$ cat config.mk
export PLATFORM = sky130hd
export DESIGN_NAME = meteor_controller
export DESIGN_NICKNAME = d
export VERILOG_FILES = /design/src/rtl/meteor_controller.sv
export SDC_FILE = /design/constraint.sdc
export NUM_CORES = 1
export LEC_CHECK = 0
export ABC_AREA = 1
export CELL_PAD_IN_SITES_DETAIL_PLACEMENT = 1
export CELL_PAD_IN_SITES_GLOBAL_PLACEMENT = 1
export CORE_MARGIN = 4
export CORE_UTILIZATION = 34
export DETAILED_ROUTE_END_ITERATION = 10
export HOLD_SLACK_MARGIN = 0.02
export PLACE_DENSITY_LB_ADDON = 0.2
export SKIP_CTS_REPAIR_TIMING = 1
export SYNTH_ARGS = -nofsm -noshare
export SYNTH_HDL_FRONTEND = slang
export SYNTH_SLANG_ARGS = --single-unit
$ cat constraint.sdc
create_clock -name clk -period 11.3 [get_ports clk]
set_input_delay 3.39 -clock clk [delete_from_list [all_inputs] [get_ports clk]]
set_output_delay 3.39 -clock clk [all_outputs]
set_load 0.01 [all_outputs]
$ cat src/rtl/meteor_controller.sv
// meteor_controller: spawns, moves and retires six meteor slots and halts the game on a collision.
module meteor_controller #(
  parameter int         SCREEN_W       = 640,
  parameter int         SCREEN_H       = 480,
  parameter int         METEOR_SIZE    = 30,
  parameter int         METEOR_SPEED   = 2,
  parameter int         SPAWN_INTERVAL = 30,
  parameter logic [9:0] LFSR_SEED      = 10'h2A5
) (
  input  logic            clk,
  input  logic            reset,
  input  logic            frame_tick,
  input  logic            start,
  input  logic [5:0]      meteor_collisions,
  output logic [5:0][9:0] meteor_x,
  output logic [5:0][8:0] meteor_y,
  output logic [5:0]      meteor_active,
  output logic            running,
  output logic            halted,
  output logic [15:0]     dodged_count
);
  localparam int CW = $clog2(SPAWN_INTERVAL + 1);
  typedef enum logic [1:0] {IDLE, RUN, HALT} state_e;
  state_e          state_q, state_d;
  logic [5:0][9:0] x_q, x_d;
  logic [5:0][8:0] y_q, y_d;
  logic [5:0]      act_q, act_d;
  logic [CW-1:0]   cnt_q, cnt_d;
  logic [9:0]      lfsr_q, lfsr_d;
  logic [15:0]     dodged_q, dodged_d;
  logic [9:0]      y_next;
  logic [2:0]      exits, sel;
  logic            hit, attempt;
  always_comb begin
    state_d  = state_q;
    x_d      = x_q;
    y_d      = y_q;
    act_d    = act_q;
    cnt_d    = cnt_q;
    lfsr_d   = lfsr_q;
    dodged_d = dodged_q;
    y_next   = '0;
    exits    = '0;
    sel      = '0;
    hit      = |(meteor_collisions & act_q);
    attempt  = cnt_q == CW'(SPAWN_INTERVAL - 1);
    // spawn target is chosen from occupancy at the start of the cycle, so a slot freed this tick waits
    for (int i = 5; i >= 0; i--) if (!act_q[i]) sel = 3'(i);
    if (start) begin
      state_d  = RUN;
      x_d      = '0;
      y_d      = '0;
      act_d    = '0;
      cnt_d    = '0;
      dodged_d = '0;
    end else if (state_q == RUN && hit) begin
      state_d = HALT;
    end else if (state_q == RUN && frame_tick) begin
      for (int i = 0; i < 6; i++) begin
        if (act_q[i]) begin
          y_next = 10'(y_q[i]) + 10'(METEOR_SPEED);
          if (y_next >= 10'(SCREEN_H)) begin
            act_d[i] = 1'b0;
            y_d[i]   = '0;
            exits    = exits + 3'd1;
          end else begin
            y_d[i] = y_next[8:0];
          end
        end
      end
      dodged_d = dodged_q + 16'(exits);
      cnt_d    = attempt ? '0 : cnt_q + CW'(1);
      if (attempt && !(&act_q)) begin
        act_d[sel] = 1'b1;
        y_d[sel]   = '0;
        x_d[sel]   = lfsr_q < 10'(SCREEN_W - METEOR_SIZE) ? lfsr_q : lfsr_q - 10'd512;
        lfsr_d     = {lfsr_q[8:0], lfsr_q[9] ^ lfsr_q[6]};
      end
    end
  end
  always_ff @(posedge clk) begin
    if (reset) begin
      state_q  <= IDLE;
      x_q      <= '0;
      y_q      <= '0;
      act_q    <= '0;
      cnt_q    <= '0;
      lfsr_q   <= LFSR_SEED;
      dodged_q <= '0;
    end else begin
      state_q  <= state_d;
      x_q      <= x_d;
      y_q      <= y_d;
      act_q    <= act_d;
      cnt_q    <= cnt_d;
      lfsr_q   <= lfsr_d;
      dodged_q <= dodged_d;
    end
  end
  assign meteor_x      = x_q;
  assign meteor_y      = y_q;
  assign meteor_active = act_q;
  assign running       = state_q == RUN;
  assign halted        = state_q == HALT;
  assign dodged_count  = dodged_q;
endmodule

==> flow_summary.json, run 1 <==
{
  "status": "finished clean",
  "layout_commonest_cell": "nand2_1",
  "die_h_um": 154,
  "dpl.hpwl_um": 16600,
  "placed_cells": 1396,
  "clk_latency_ps": 430,
  "multi_input_area_um2": 3670,
  "finalMaxSlewViolations": 0,
  "rsz0062_at_grt": "false",
  "routed_wl_um": 23200,
  "route.detailed.drc": 0,
  "grt_pass1_vias": 7415,
  "register_area_um2": 3060,
  "clock_sink_count": 153,
  "ys_types": 45,
  "n_fill_cell": 2658,
  "h-tree-depth": 4,
  "clock_path_buffers": 2,
  "globalplace.congestion": 0.813,
  "fin_cells": 1428,
  "overflow": 0,
  "r2r-start": "meteor_y[2]",
  "drt_iter0_drc": 394,
  "core-area_um2": 21100,
  "cp-startpoint": "meteor_collisions[5]",
  "critPathKind": "primary input to flip-flop",
  "die_w_um": 154,
  "hp-class": "flip-flop to flip-flop",
  "port_buffers": 147,
  "wl_per_cell_um": 16.3,
  "fin_crit_ps": 6570,
  "grt_max_degree": 63,
  "grt_util_all_layers": 0.197,
  "num_rows": 53,
  "clock.fmax_mhz": 152,
  "crit_end": "meteor_x[57]",
  "diodes": 0,
  "end_kind": "flip-flop",
  "final_nets": 1166,
  "syn_area_um2": 7290,
  "cts.root.buffer_cell": "clkbuf_16",
  "yosysSeqAreaShare": 0.420,
  "layout_common_cells": "233 x nand2_1, 153 x dfxtp_1, 147 x clkdlybuf4s50_1, 113 x a21oi_1, 93 x inv_1",
  "rr_worst_depth": 36,
  "power_density_nw_per_um2": 119,
  "numCtsBuffers": 17,
  "cp.required_ps": 11660,
  "dieArea_um2": 23900,
  "setup_violations": 0,
  "syn_nets": 1039,
  "syn-instance-count": 1013,
  "ant_nets": 0,
  "final_util": 0.451,
  "cap_violations": 0,
  "crit_fanout": 48,
  "syn_area_per_cell_um2": 7.20,
  "worst_pin_slew_ps": 1250,
  "rrSetupSlack_ps": 5480,
  "hold_viol": 0,
  "ys_ff_latch": 153,
  "yosysWarnings": 0,
  "slew_headroom": 0.164,
  "fin_skew_ps": 11.2,
  "vias": 7151,
  "start_kind": "primary input",
  "leakage_nw": 3.52,
  "cp.arrival_ps": 6930,
  "drive_above_1_share": 0.0494,
  "cts_tree": "yes",
  "grt_antenna_before_repair": 0,
  "area_growth_pct": 30.4,
  "grt_pass1_wl_um": 38700,
  "r2r-end": "dodged_count[12]",
  "via_per_inst": 5.01,
  "worst_slack_ps": 4730,
  "final.setup.tns_ps": 0,
  "initial_utilization": 0.346,
  "drtPass1Iterations": 4,
  "clk_pin_slew_worst_paths_ps": 70,
  "pre_cts_ws_ps": 4330,
  "ir_drop_mv": 0.107,
  "min_period_over_period": 0.582,
  "ioPinCount": 148
}
## through the flow
stage,power (mW),cell area [um2],hold WS (ps)
floorplan,0.573,7290,446
global placement,0.585,8950,444
detailed placement,0.585,8950,459
CTS,1.14,9520,476
global route,1.17,9520,500
finish,1.13,9520,465
## worst max-delay path: stages
cell             delay, ps
clkdlybuf4s50_1        400
nand2_1                 70
nand2_1                 60
or3_4                  430
nor2_4                 460
inv_2                  310
buf_4                  400
nor2_1                1020
o21ai_0                200
a21oi_1                160
## area by class of cell
type                       instances  area share
sequential                       153       0.322
clock buffer                      17      0.0447
multi-input combinational        718       0.386
tap                              275      0.0362
inverter                         100      0.0394
timing repair buffer             150       0.157
clock inverter                    15      0.0150
## registers in the layout, summed over array words and instances (netlist names)
register	flops
meteor_y	54
dodged_count	16
meteor_x	60
state_q	2
meteor_active	6
lfsr_q	10
cnt_q	5
## Yosys cell counts, drive strengths merged
cell,number,area share
nor3,12,0.010
o21bai,1,0.0010
clkbuf,23,0.012
o22ai,7,0.0060
nor3b,2,0.0021
nand4,15,0.013
nand3b,3,0.0031
a221oi,3,0.0045
xor2,25,0.030
o21a,2,0.0021
or2,1,0.00086
a211oi,22,0.023
dfxtp,153,0.42
o211ai,7,0.0072
a31o,2,0.0024
o311a,1,0.0014
ha,15,0.026
inv,97,0.050
xnor2,5,0.0060
nor2,92,0.050
clkinv,3,0.0015
a21oi,116,0.082
o2111ai,2,0.0024
a31oi,4,0.0034
a22o,2,0.0024
fa,1,0.0027
o21ai,86,0.059
nand3,57,0.039
or3,1,0.0015
buf,19,0.015
nand2,234,0.12
## power breakdown
group	total, mW	switching (mW)	internal (mW)
registers	0.541	0.00126	0.540
logic	0.0311	0.0230	0.00814
clock network	0.556	0.262	0.294
total	1.13	0.286	0.842
## logic make-up after synthesis
family                     Yosys count  synth area share
AOI/OAI and AO/OA                  255             0.197
buffers and inverters              142            0.0786
and+or+nand+nor                    417             0.240
DFF                                153             0.420
xor gates and xnor gates            30            0.0360
adders and majority gates           16            0.0285
## per-layer routing
layer / share of wire / global-route usage / up-vias
li1: - / - / 3630
met1: 0.47 / 0.258 / 3368
met2: 0.46 / 0.326 / 133
met3: 0.053 / 0.0515 / 20
met4: 0.010 / 0.0458 / 0
met5: 0 / 0 / -
## worst min path at each step
stage                    to         start  slack [ps]  depth (start not counted)
3_3_place_gp   meteor_y[36]  meteor_y[36]         440                          2
4_1_cts        meteor_y[36]  meteor_y[36]         480                          2
3_5_place_dp   meteor_y[36]  meteor_y[36]         460                          2
5_1_grt        meteor_y[36]  meteor_y[36]         500                          2
2_1_floorplan     lfsr_q[0]     lfsr_q[0]         450                          2
6_report       meteor_y[36]  meteor_y[36]         460                          2
Note: power is estimated with default switching activity, not from simulation.
==> inputs of run 2 (changes only) <==
Clock period 11.3 ns to 6.7 ns, I/O delays scaled along.
==> run 2 against run 1 <==
Compared with the run above: sequential cell count is the same; combinational power grew 80%; first-iteration DRC count shrank 37%; count of clock-buffer cells in the layout is the same; sequential power grew 69%; worst setup slack lost 3600 ps; utilization grew 0.45 points; largest power group unchanged.
==> flow_summary.json, run 2 (synthesis gave the netlist of run 1 again) <==
{
  "status": "finished clean",
  "crit_family": "simple AND/OR/NAND/NOR gates",
  "routed_wl_um": 23300,
  "rsz0062_at_grt": "false",
  "hp-class": "flip-flop to flip-flop",
  "finalMaxSlewViolations": 0,
  "hold_slack_ps": 455,
  "crit_fanout": 8,
  "area_growth_pct": 31.7,
  "dieArea_um2": 23900,
  "cts_tree": "yes",
  "rr_worst_depth": 36,
  "end_kind": "flip-flop",
  "slowest_stage": "dfxtp_1",
  "final.setup.tns_ps": 0,
  "start_kind": "flip-flop",
  "layout_commonest_cell": "nand2_1",
  "worst_slack_ps": 1130,
  "cp.arrival_ps": 5900,
  "globalplace.congestion": 0.822,
  "rrSetupSlack_ps": 1130,
  "critPathKind": "flip-flop to flip-flop",
  "die_w_um": 154,
  "r2r-start": "meteor_y[3]",
  "ir_drop_mv": 0.153,
  "h-tree-depth": 4,
  "clk_latency_ps": 430,
  "clock.fmax_mhz": 180,
  "drt_iter0_drc": 247,
  "power_mw": 1.94,
  "clock_path_buffers": 2,
  "route.detailed.drc": 0,
  "core-area_um2": 21100,
  "drive_above_1_share": 0.0560,
  "cp.required_ps": 7030,
  "worstHoldPathCells": 2,
  "r2r-end": "dodged_count[12]",
  "port_buffers": 147,
  "initial_utilization": 0.346,
  "dpl.hpwl_um": 16500,
  "ant_nets": 0,
  "largest_register_ffs": 60,
  "fin_cells": 1436,
  "placed_cell_area_um2": 9010,
  "numCtsBuffers": 17,
  "fin_skew_ps": 14.8,
  "grt_util_all_layers": 0.197,
  "setup_violations": 0,
  "clk_pin_slew_worst_paths_ps": 80,
  "slew_headroom": 0.177,
  "pre_cts_ws_ps": 1190,
  "grt_antenna_before_repair": 0,
  "clock_sink_count": 153,
  "ioPinCount": 148,
  "cts.root.buffer_cell": "clkbuf_16",
  "fin_crit_ps": 5570,
  "cp.buffers_inverters": 4,
  "wl_per_cell_um": 16.2,
  "grt_pass1_wl_um": 38600,
  "cap_violations": 0,
  "cpPeakStageDelay_ps": 520,
  "cpMostUsedCell": "nand2_1",
  "final_nets": 1174,
  "worst_pin_slew_ps": 1230,
  "grt_pass1_vias": 7363,
  "n_fill_cell": 2599,
  "final_util": 0.456,
  "hold_viol": 0,
  "min-delay-start": "meteor_y[36]",
  "layout_common_cells": "233 x nand2_1, 153 x dfxtp_1, 147 x clkdlybuf4s50_1, 113 x a21oi_1, 93 x inv_1",
  "leakage_nw": 3.57,
  "die_h_um": 154,
  "hold_end": "meteor_y[36]",
  "min_period_over_period": 0.831,
  "power_density_nw_per_um2": 202,
  "grt_max_degree": 52,
  "vias": 7234,
  "diodes": 0,
  "placed_cells": 1404,
  "num_rows": 53,
  "design_area_um2": 9610,
  "via_per_inst": 5.04,
  "overflow": 0,
  "drtPass1Iterations": 4
}
run 2: cell type report:
type,count,area (um2),share of cell area
multi-input cells,718,3670,0.382
inverters,100,375,0.0391
flip-flops and latches,153,3060,0.319
clock buffers,17,425,0.0443
clock inverters,15,178,0.0185
repair buffers,158,1550,0.162
well taps,275,344,0.0358
run 2: how the worst max path moves through the flow:
| stage | from | end | slack (ps) | depth (start not counted) |
|---|---|---|---|---|
| finish | meteor_y[3] | dodged_count[12] | 1130 | 36 |
| global route | meteor_y[3] | dodged_count[12] | 430 | 36 |
| CTS | meteor_y[1] | dodged_count[12] | 1110 | 37 |
| detailed placement | meteor_y[2] | dodged_count[12] | 1190 | 37 |
| global placement | meteor_y[2] | dodged_count[12] | 1420 | 37 |
| floorplan | meteor_y[2] | dodged_count[15] | 1890 | 35 |
run 2: routing by layer:
| layer | share of wire | track usage | vias to the layer above |
|---|---|---|---|
| li1 | - | - | 3649 |
| met1 | 0.46 | 0.243 | 3447 |
| met5 | 0 | 0 | - |
| met3 | 0.064 | 0.0691 | 17 |
| met4 | 0.0096 | 0.0471 | 0 |
| met2 | 0.47 | 0.331 | 121 |
run 2: where the power goes:
group | switching, mW | leakage [nW] | internal [mW]
registers | 0.00146 | 1.23 | 0.910
logic | 0.0407 | 2.04 | 0.0153
clock network | 0.469 | 0.290 | 0.504
run 2: worst min-delay path, delay by kind of cell (launching register included):
kind / cells / cell delay, ps
flip-flops: 1 / 320
AND/OR/NAND/NOR: 2 / 100
==> inputs of run 3 (changes only) <==
Settings changed: CORE_UTILIZATION 34 to 33.
Clock period 6.7 ns to 4.7 ns, I/O delays scaled along.
==> run 3 against run 2 <==
Compared with the run above: worst setup slack worse by 1100 ps; clock power rose by 49%; sequential cell count unchanged; clock skew down 2.9 ps; non-clock buffer count increased by 66; count of clock-buffer cells in the layout is 1 higher; fmax up 19%; register-to-register slack worse by 1100 ps; combinational power grew 47%; design area increased by 7.7%.
==> flow_summary.json, run 3 (synthesis gave the netlist of run 1 again) <==
{
  "diodes": 0,
  "vias": 7541,
  "crit_fanout": 4,
  "end_kind": "flip-flop",
  "grt_max_degree": 45,
  "clock_path_buffers": 2,
  "hold_slack_ps": 445,
  "ioPinCount": 148,
  "overflow": 0,
  "port_buffers": 147,
  "crit_end": "dodged_count[15]",
  "numCtsBuffers": 17,
  "setup_violations": 0,
  "leakage_nw": 3.93,
  "drt-met1-wl_um": 11500,
  "via_per_inst": 5.00,
  "slew_headroom": 0.578,
  "clk_pin_slew_worst_paths_ps": 70,
  "fin_skew_ps": 11.9,
  "drtPass1Iterations": 4,
  "cp.required_ps": 5030,
  "worst_pin_slew_ps": 632,
  "rr_worst_depth": 37,
  "slowest_stage": "dfxtp_2",
  "pre_cts_ws_ps": -375,
  "dpl.hpwl_um": 17400,
  "clk_latency_ps": 430,
  "hp-class": "flip-flop to flip-flop",
  "hold_viol": 0,
  "layout_commonest_cell": "nand2_1",
  "wl_met3_um": 1260,
  "grt_antenna_before_repair": 0,
  "cpMostUsedCell": "nand2_1",
  "globalplace.congestion": 0.868,
  "ant_nets": 0,
  "final_nets": 1240,
  "largest_register_ffs": 60,
  "num_rows": 54,
  "finalMaxSlewViolations": 0,
  "rsz0062_at_grt": "true",
  "cts.root.buffer_cell": "clkbuf_16",
  "grt_util_all_layers": 0.202,
  "status": "finished clean",
  "drt_iter0_drc": 259,
  "wl_met2_um": 11700,
  "fin_crit_ps": 4670,
  "clock_sink_count": 153,
  "placed_cells": 1466,
  "critPathKind": "flip-flop to flip-flop",
  "wl_per_cell_um": 16.5,
  "rrSetupSlack_ps": 30,
  "final.setup.tns_ps": 0,
  "power_mw": 2.83,
  "placed_cell_area_um2": 9460,
  "cpPeakStageDelay_ps": 370,
  "design_area_um2": 10300,
  "min_period_over_period": 0.994,
  "area_growth_pct": 41.9,
  "initial_utilization": 0.335,
  "route.detailed.drc": 0,
  "core-area_um2": 21800,
  "power_density_nw_per_um2": 274,
  "fin_cells": 1507,
  "r2r-end": "dodged_count[15]",
  "grt_pass1_wl_um": 40300,
  "cts_tree": "yes",
  "final_util": 0.476,
  "n_fill_cell": 2689,
  "register_area_um2": 3080,
  "ir_drop_mv": 0.198,
  "routed_wl_um": 24800,
  "layout_common_cells": "222 x nand2_1, 147 x clkdlybuf4s50_1, 143 x dfxtp_1, 111 x a21oi_1, 91 x inv_1",
  "drive_above_1_share": 0.145,
  "start_kind": "flip-flop",
  "r2r-start": "meteor_y[1]",
  "die_w_um": 157,
  "dieArea_um2": 24500,
  "clock.fmax_mhz": 214,
  "multi_input_area_um2": 3880,
  "h-tree-depth": 4,
  "grt_pass1_vias": 7801,
  "cp-startpoint": "meteor_y[1]",
  "worst_slack_ps": 30.3,
  "die_h_um": 157,
  "cp.arrival_ps": 5000,
  "top_layer": "met4",
  "cap_violations": 0
}
-- run 3: cell types whose count changed in the layout (fill, tap and decap cells not counted), moves of 4 or more --
| cell | delta |
|---|---|
| nor2_2 | +5 |
| nor2_1 | -8 |
| buf_4 | +64 |
| clkinv_8 | -4 |
| ha_4 | +5 |
| nand3_1 | -5 |
| nand2_2 | +9 |
| nand3_2 | +4 |
| dfxtp_2 | +10 |
| dfxtp_1 | -10 |
| nand2_1 | -11 |
| ha_1 | -6 |
-- run 3: layout make-up --
| cell class | instances | share of cell area |
|---|---|---|
| sequential | 153 | 0.297 |
| timing repair buffer | 224 | 0.199 |
| clock buffer | 18 | 0.0415 |
| multi-input combinational | 718 | 0.375 |
| clock inverter | 14 | 0.0173 |
| tap | 280 | 0.0338 |
| inverter | 100 | 0.0363 |
-- run 3: power by group --
part	leakage [nW]	internal (mW)	switching [mW]
Combinational	2.40	0.0233	0.0592
Sequential	1.24	1.30	0.00238
Clock	0.295	0.809	0.640
-- run 3: worst min path at each step --
stage	start	end	slack [ps]	cells after the start
final	meteor_y[36]	meteor_y[36]	440	2
after detailed placement	meteor_y[36]	meteor_y[36]	440	2
after global placement	meteor_y[36]	meteor_y[36]	440	2
after CTS	meteor_y[36]	meteor_y[36]	450	2
after floorplan	lfsr_q[0]	lfsr_q[0]	450	2
after global routing	meteor_y[36]	meteor_y[36]	460	2
-- run 3: layer usage --
metal  global-route usage  up-vias
li1                     -     3778
met1                0.253     3609
met2                0.343      127
met3               0.0539       27
met4               0.0521        0
met5                    0        -
-- run 3: critical path: cells and delay by family (launching register included) --
kind	cells	cell delay, ps
fa+ha+maj	6	1350
simple gates	22	2010
compound gates	4	470
buf+inv	5	360
flops	1	370
